[src/rtl/phy_serial_pattern_gen.sv]
// Multi-lane serial stimulus generator: per-lane word FIFOs serialised MSB-first on one shared slot timer.
// Empty lanes fill their slot with IDLE; writes to a full lane that is not popping are dropped and flagged sticky.
module phy_serial_pattern_gen #(
    parameter int               LANES = 2,
    parameter int               WIDTH = 8,
    parameter int               DEPTH = 4,
    parameter logic [WIDTH-1:0] IDLE  = WIDTH'(8'hBC)
) (
    input  logic                                     clk_8f,
    input  logic                                     reset_L,
    input  logic                                     enable,
    input  logic                                     wr_en,
    input  logic [((LANES > 1) ? $clog2(LANES) : 1)-1:0] wr_lane,
    input  logic [WIDTH-1:0]                         wr_data,
    output logic [LANES-1:0]                         wr_full,
    output logic [LANES-1:0]                         overflow,
    output logic [LANES-1:0]                         out_serial,
    output logic [LANES-1:0]                         out_valid,
    output logic [LANES-1:0]                         word_start
);

    localparam int LW = (LANES > 1) ? $clog2(LANES) : 1;
    localparam int PW = $clog2(DEPTH);
    localparam int CW = PW + 1;
    localparam int BW = (WIDTH > 1) ? $clog2(WIDTH) : 1;

    logic [WIDTH-1:0] mem_q     [LANES][DEPTH];
    logic [PW-1:0]    rd_ptr_q  [LANES];
    logic [PW-1:0]    wr_ptr_q  [LANES];
    logic [CW-1:0]    count_q   [LANES];
    logic [CW-1:0]    count_d   [LANES];
    logic [WIDTH-1:0] shift_q   [LANES];
    logic [WIDTH-1:0] load_word [LANES];
    logic [BW-1:0]    bit_cnt_q;
    logic [BW-1:0]    bit_cnt_d;
    logic [LANES-1:0] serial_q, valid_q, start_q, ovf_q;
    logic [LANES-1:0] full, pop, push, drop, sel;
    logic             slot_load;

    always_comb begin
        slot_load = enable && (bit_cnt_q == '0);
        bit_cnt_d = '0;
        sel       = '0;
        full      = '0;
        pop       = '0;
        push      = '0;
        drop      = '0;
        if (enable && (bit_cnt_q != BW'(WIDTH - 1))) begin
            bit_cnt_d = bit_cnt_q + BW'(1);
        end
        for (int l = 0; l < LANES; l++) begin
            sel[l]       = wr_en && (wr_lane == LW'(l));
            full[l]      = (count_q[l] == CW'(DEPTH));
            pop[l]       = slot_load && (count_q[l] != '0);
            // A full lane can still take a write when its head leaves at the same edge.
            push[l]      = sel[l] && (!full[l] || pop[l]);
            drop[l]      = sel[l] && full[l] && !pop[l];
            load_word[l] = pop[l] ? mem_q[l][rd_ptr_q[l]] : IDLE;
            count_d[l]   = count_q[l] + CW'(push[l]) - CW'(pop[l]);
        end
    end

    always_ff @(posedge clk_8f) begin
        if (!reset_L) begin
            bit_cnt_q <= '0;
            serial_q  <= '0;
            valid_q   <= '0;
            start_q   <= '0;
            ovf_q     <= '0;
            for (int l = 0; l < LANES; l++) begin
                rd_ptr_q[l] <= '0;
                wr_ptr_q[l] <= '0;
                count_q[l]  <= '0;
                shift_q[l]  <= '0;
            end
        end else begin
            bit_cnt_q <= bit_cnt_d;
            ovf_q     <= ovf_q | drop;
            for (int l = 0; l < LANES; l++) begin
                count_q[l] <= count_d[l];
                if (push[l]) wr_ptr_q[l] <= wr_ptr_q[l] + PW'(1);
                if (pop[l])  rd_ptr_q[l] <= rd_ptr_q[l] + PW'(1);
                if (!enable) begin
                    serial_q[l] <= 1'b0;
                    valid_q[l]  <= 1'b0;
                    start_q[l]  <= 1'b0;
                end else if (slot_load) begin
                    serial_q[l] <= load_word[l][WIDTH-1];
                    shift_q[l]  <= load_word[l] << 1;
                    valid_q[l]  <= pop[l];
                    start_q[l]  <= 1'b1;
                end else begin
                    serial_q[l] <= shift_q[l][WIDTH-1];
                    shift_q[l]  <= shift_q[l] << 1;
                    start_q[l]  <= 1'b0;
                end
            end
        end
    end

    // Storage needs no reset: pointers and counts define what is live.
    always_ff @(posedge clk_8f) begin
        for (int l = 0; l < LANES; l++) begin
            if (reset_L && push[l]) mem_q[l][wr_ptr_q[l]] <= wr_data;
        end
    end

    assign wr_full    = full;
    assign overflow   = ovf_q;
    assign out_serial = serial_q;
    assign out_valid  = valid_q;
    assign word_start = start_q;

endmodule

[config.mk]
export PLATFORM = sky130hd
export DESIGN_NAME = phy_serial_pattern_gen
export DESIGN_NICKNAME = d
export VERILOG_FILES = /design/src/rtl/phy_serial_pattern_gen.sv
export SDC_FILE = /design/constraint.sdc
export NUM_CORES = 1
export LEC_CHECK = 0
export CAP_MARGIN = 20
export CORE_ASPECT_RATIO = 1.25
export CORE_MARGIN = 2
export CORE_UTILIZATION = 25
export DETAILED_ROUTE_END_ITERATION = 8
export PLACE_DENSITY_LB_ADDON = 0.08
export SLEW_MARGIN = 10
export SYNTH_ARGS = -nofsm -noshare
export SYNTH_HDL_FRONTEND = slang
export SYNTH_SLANG_ARGS = --single-unit
[constraint.sdc]
create_clock -name clk_8f -period 3.25 [get_ports clk_8f]
set_clock_uncertainty 0.15 [all_clocks]
set_input_delay 0.65 -clock clk_8f [delete_from_list [all_inputs] [get_ports clk_8f]]
set_output_delay 0.65 -clock clk_8f [all_outputs]
set_load 0.05 [all_outputs]
==> impl_metrics.yaml, run 1 <==
grt:
  track_usage: 0.110
  grt_pass1_vias: 2350
  grt_max_degree: 22
  grt_pass1_wl_um: 14200
  gr-total-overflow: 0
  antenna_found_initial: 0
detailed_routing:
  wirelength_um: 9320
  drtPass1Iterations: 4
  first_iter_violations: 173
  ant_nets: 0
  wl_per_cell_um: 18.0
  route.detailed.drc: 0
  vias_per_cell: 4.27
  num_vias: 2215
pwr:
  p_per_area_nw_per_um2: 673
  leakagePower_uw: 0.00181
  ir_worst_vdd_mv: 0.286
  finalPower_uw: 3430
yosys:
  ys.flop_type: "edfxtp_1"
  yosysUniqueCellTypes: 39
  synthDominantCellAreaShare: 0.602
  synth_top_area_cell: "edfxtp_1"
  async_reset_ff_frac: 0
  synthTopCellsByArea: "edfxtp_1, dfxtp_1, mux4_2, ha_1, o221a_2"
  syn_avg_cell_area_um2: 16.7
  synth_cells: 254
  yosys_warnings: 0
  synth-edff-count: 85
  syn-cell-area_um2: 4240
  yosysSeqAreaShare: 0.682
  ys_ff_latch: 102
  synth_common_cells: "edfxtp_1, dfxtp_1, ha_1, inv_1, mux4_2"
  synth_most_common_cell: "edfxtp_1"
  synth.net_count: 284
timing:
  rsz0062_at_grt: "no"
  setup_viol: 0
  tightest_slew_ns: 0.701
  max_slew_margin: 0.533
  fin_ws_ns: 0.528
  fmax_ghz: 0.367
  drv_slew: 0
  layout_worst_path_cycle_share: 0.838
  hold_violations: 0
  min_period_ns: 2.72
  finalSetupTns_ns: 0
die:
  dieHeight_um: 150
  die_area_um2: 18000
  core_um2: 16700
  initial_core_util: 0.254
  pin_count: 23
  die_x_um: 121
  fp-row-count: 53
clock_tree:
  cts.repair.resized: 0
  clock_latency_ns: 0.34
  clock-sinks: 102
  cts_tree: "done"
  h-tree-depth: 3
  clk_pin_slew_worst_paths_ns: 0.07
  root_buffer: "clkbuf_16"
  ctsHoldBuffers: 0
  cts_made_buffers: 9
  post-cts-setup-buffers: 0
  ctsLongestPathBuffers: 2
place:
  gp_congestion: 0.689
  placedInstanceArea_um2: 4810
  pre_cts_ws_ns: 0.166
  numPortBuffers: 22
  dp_hpwl_um: 6400
layout:
  area_growth_pct: 20.2
  drive_gt1_frac: 0.211
  fill_cells: 1678
  design_area_um2: 5100
  final_net_count: 325
  insertedDiodeCount: 0
worst_setup_path:
  crit_arrival_ns: 1.92
  cp_max_fo: 5
  required_ns: 2.45
  crit_family: "buffers and inverters"
  cp-start-kind: "flop"
  path_cells: "nor3b_2 > clkdlybuf4s50_1"
  r2r-start: "count_q[0][1]$_SDFF_PN0_"
  worst-r2r-cell-count: 11
  crit_path_end_kind: "output pin"
  path_class: "reg2out"
  crit_buf_inv: 1
  r2r_slack_ns: 0.71
  rr_endpoint: "count_q[0][2]$_SDFF_PN0_"
  crit_slowest_cell: "clkdlybuf4s50_1"
  max_stage_delay_ns: 0.87
hold_path:
  holdPathEnd: "bit_cnt_q[0]$_SDFF_PN0_"
  hold_path.class: "reg2reg"
  hp-start: "bit_cnt_q[0]$_SDFF_PN0_"
  hold_path_depth: 1
run:
  maxCapViolCount: 0
status:
  status: "completed"
-- cell usage in the layout, fill, tap and decap left out, types with 2 or more instances in the layout --
cell type / n
and3_1: 9
inv_1: 15
mux4_2: 15
o22ai_1: 2
nor2b_1: 3
ha_1: 15
nor3b_1: 4
and2_1: 6
nand2b_1: 5
o21ai_0: 2
nand2_1: 10
xnor2_1: 6
edfxtp_1: 85
nor3b_2: 2
a32o_1: 2
or3_1: 2
nand3_1: 4
clkbuf_16: 9
o221a_2: 10
fa_1: 2
nand4_1: 2
dfxtp_1: 17
nor3_1: 4
clkinv_2: 2
nor4_1: 2
nor2_1: 8
a21oi_1: 3
clkdlybuf4s50_1: 22
buf_4: 18
-- logic make-up after synthesis --
group,share of synthesized area
adders and majority gates,0.0537
DFF,0.682
muxes,0.0858
buffers and inverters,0.0277
and+or+nand+nor,0.0873
xor gates and xnor gates,0.0124
AOI/OAI and AO/OA,0.0510
-- where the power goes --
group / leakage [µW] / switching, µW / total [µW] / internal (µW)
clock: 0.000143 / 472 / 1060 / 592
combinational: 0.000720 / 372 / 705 / 333
sequential: 0.000945 / 128 / 1660 / 1540
total: 0.00181 / 973 / 3430 / 2460
-- worst reg2reg max path, cell delays in order (launching register included) --
cell	delay, ns
dfxtp_1	0.37
or3_1	0.47
nand2_2	0.11
inv_1	0.06
ha_1	0.26
inv_1	0.05
ha_1	0.13
inv_1	0.05
fa_1	0.37
xnor2_1	0.14
xnor2_1	0.12
and2_1	0.15
-- how the worst max path moves through the flow --
stage / start / endpoint / cells after the start
floorplan: enable / count_q[0][2]$_SDFF_PN0_ / 11
global placement: enable / count_q[0][2]$_SDFF_PN0_ / 12
detailed placement: enable / count_q[0][2]$_SDFF_PN0_ / 12
CTS: count_q[0][4]$_SDFF_PN0_ / wr_full[1] / 2
global route: enable / count_q[0][2]$_SDFF_PN0_ / 12
finish: count_q[0][4]$_SDFF_PN0_ / wr_full[1] / 2
-- metal layers --
metal | GRT usage | wire length (µm) | part of all wire | vias up
li1 | - | - | - | 1055
met1 | 0.141 | 4290 | 0.46 | 1129
met2 | 0.185 | 4730 | 0.51 | 26
met3 | 0.0210 | 186 | 0.020 | 5
met4 | 0.0401 | 116 | 0.012 | 0
met5 | 0 | 0 | 0 | -
-- cell type report --
class / count / area (µm²) / area share
flip-flops and latches: 102 / 2890 / 0.568
multi-input cells: 127 / 1230 / 0.242
repair buffers: 40 / 355 / 0.0697
well taps: 220 / 275 / 0.0540
clock buffers: 9 / 225 / 0.0442
clock inverters: 6 / 61.3 / 0.0120
inverters: 15 / 56.3 / 0.0110
-- flip-flops by register name, indices dropped and copies added (netlist names) --
signal,flops
shift_q,14
out_valid,2
count_q,6
out_serial,2
wr_ptr_q,4
overflow,2
mem_q,64
word_start,1
bit_cnt_q,3
rd_ptr_q,4
-- metrics by stage --
stage	hold slack, ns	cells	util
2_1_floorplan	0.277	254	-
3_3_place_gp	0.299	504	0.288
3_5_place_dp	0.305	504	0.288
4_1_cts	0.315	519	0.305
5_1_grt	0.340	519	0.305
6_report	0.309	519	0.305
(Power assumes the default switching activity.)
==> run 2, diff against run 1 <==
==> constraint.sdc (replaced) <==
create_clock -name clk_8f -period 2.5 [get_ports clk_8f]
set_clock_uncertainty 0.15 [all_clocks]
set_input_delay 0.5 -clock clk_8f [delete_from_list [all_inputs] [get_ports clk_8f]]
set_output_delay 0.5 -clock clk_8f [all_outputs]
set_load 0.05 [all_outputs]
==> impl_metrics.yaml, run 2 (same netlist as run 1, synthesis figures left out) <==
status:
  status: "completed"
grt:
  gr-total-overflow: 0
  grt.met3_usage: 0.0202
  globalRouteMet1Util: 0.136
  grt_pass1_vias: 2390
  grt_max_degree: 26
  track_usage: 0.112
  antenna_found_initial: 0
  grt_pass1_wl_um: 14600
  busiest_layer: "met2"
  use_met2: 0.193
detailed_routing:
  vias_per_cell: 4.26
  wl_per_cell_um: 17.5
  drtPass1Iterations: 4
  num_vias: 2275
  first_iter_violations: 161
  wirelength_um: 9360
  ant_nets: 0
  route.detailed.drc: 0
pwr:
  seq_power_share: 0.451
  p_int_uw: 3340
  power.share.clock: 0.304
  power.share.combinational: 0.245
  p_sw_frac: 0.284
  p_per_area_nw_per_um2: 870
  ir_worst_vdd_mv: 0.283
  leakagePower_uw: 0.00191
  switchingPower_uw: 1330
worst_setup_path:
  cp_max_fo: 3
  crit_arrival_ns: 2.47
  crit_path_end_kind: "flop"
  required_ns: 2.59
  cp-start-kind: "flop"
  path_class: "reg2reg"
timing:
  hold_violations: 0
  finalSetupTns_ns: 0
  fmax_ghz: 0.420
  min_period_ns: 2.38
  setup_viol: 0
  tightest_slew_ns: 0.512
  rsz0062_at_grt: "no"
  max_slew_margin: 0.659
  fin_ws_ns: 0.118
  layout_worst_path_cycle_share: 0.953
  drv_slew: 0
clock_tree:
  h-tree-depth: 3
  clk_pin_slew_worst_paths_ns: 0.08
  clock-sinks: 102
  cts_tree: "done"
  root_buffer: "clkbuf_16"
  clock_latency_ns: 0.34
  cts_made_buffers: 9
  ctsLongestPathBuffers: 2
  ctsHoldBuffers: 0
place:
  dp_hpwl_um: 6370
  numPortBuffers: 22
  gp_congestion: 0.647
  dp_cells: 517
  pre_cts_ws_ns: -0.407
die:
  core_um2: 16700
  die_x_um: 121
  fp-row-count: 53
  die_area_um2: 18000
  dieHeight_um: 150
  pin_count: 23
  initial_core_util: 0.254
layout:
  largest_reg_flops: 64
  insertedDiodeCount: 0
  fin_util: 0.321
  layout_common_cells: "edfxtp_1, buf_4, clkdlybuf4s50_1"
  area_growth_pct: 26.4
  instances_no_fill: 534
  final_net_count: 339
  final_common_cell: "edfxtp_1"
  drive_gt1_frac: 0.296
  fill_cells: 1648
hold_path:
  hold_path.class: "reg2reg"
run:
  maxCapViolCount: 0
-- run 2: per-stage QoR --
step | total power (µW) | cell area (µm²) | hold WS (ns)
after global routing | 4950 | 5360 | 0.346
after CTS | 4700 | 5310 | 0.328
final | 4670 | 5360 | 0.321
after global placement | 3250 | 5010 | 0.305
after floorplan | 2840 | 4250 | 0.277
after detailed placement | 3250 | 5010 | 0.319
-- run 2: timing repair --
item                       CTS  global route
pin swaps                    1             6
setup buffers                0             1
gates resized for setup      2            13
setup endpoints to repair    1             2
-- run 2: cell type report --
cell class | instances | area (µm²) | area share
Inverter | 15 | 56.3 | 0.0105
Clock buffer | 11 | 233 | 0.0434
Tap cell | 220 | 275 | 0.0513
Multi-Input combinational cell | 127 | 1280 | 0.240
Sequential cell | 102 | 2900 | 0.540
Timing Repair Buffer | 54 | 554 | 0.103
Clock inverter | 5 | 63.8 | 0.0119
-- run 2: path summary, 6_finish.rpt --
path	from	to	slack [ns]	cells after the start
max reg2reg	bit_cnt_q[1]$_SDFF_PN0_	count_q[0][2]$_SDFF_PN0_	0.12	13
min reg2reg	out_valid[1]$_SDFFE_PN0P_	out_valid[1]$_SDFFE_PN0P_	0.32	2
min	out_valid[1]$_SDFFE_PN0P_	out_valid[1]$_SDFFE_PN0P_	0.32	2
max	bit_cnt_q[1]$_SDFF_PN0_	count_q[0][2]$_SDFF_PN0_	0.12	13
-- run 2: layer usage --
| layer | vias up | part of all wire |
|---|---|---|
| li1 | 1088 | - |
| met1 | 1144 | 0.43 |
| met2 | 35 | 0.52 |
| met3 | 8 | 0.023 |
| met4 | 0 | 0.024 |
| met5 | - | 0 |
-- run 2: critical path, stage by stage, from the launching register on --
cell	delay [ns]
dfxtp_2	0.34
inv_2	0.04
ha_4	0.16
and3b_2	0.24
nand2_4	0.08
inv_2	0.05
ha_4	0.20
inv_1	0.05
ha_2	0.16
inv_2	0.04
fa_2	0.39
xnor2_2	0.15
xnor2_1	0.12
and2_1	0.13
-- run 2: power by group through the flow --
stage	clock network, µW	logic [µW]	registers [µW]
3_3_place_gp	0	1110	2140
5_1_grt	1540	1280	2130
3_5_place_dp	0	1110	2140
4_1_cts	1480	1120	2100
6_report	1420	1140	2110
2_1_floorplan	0	694	2150
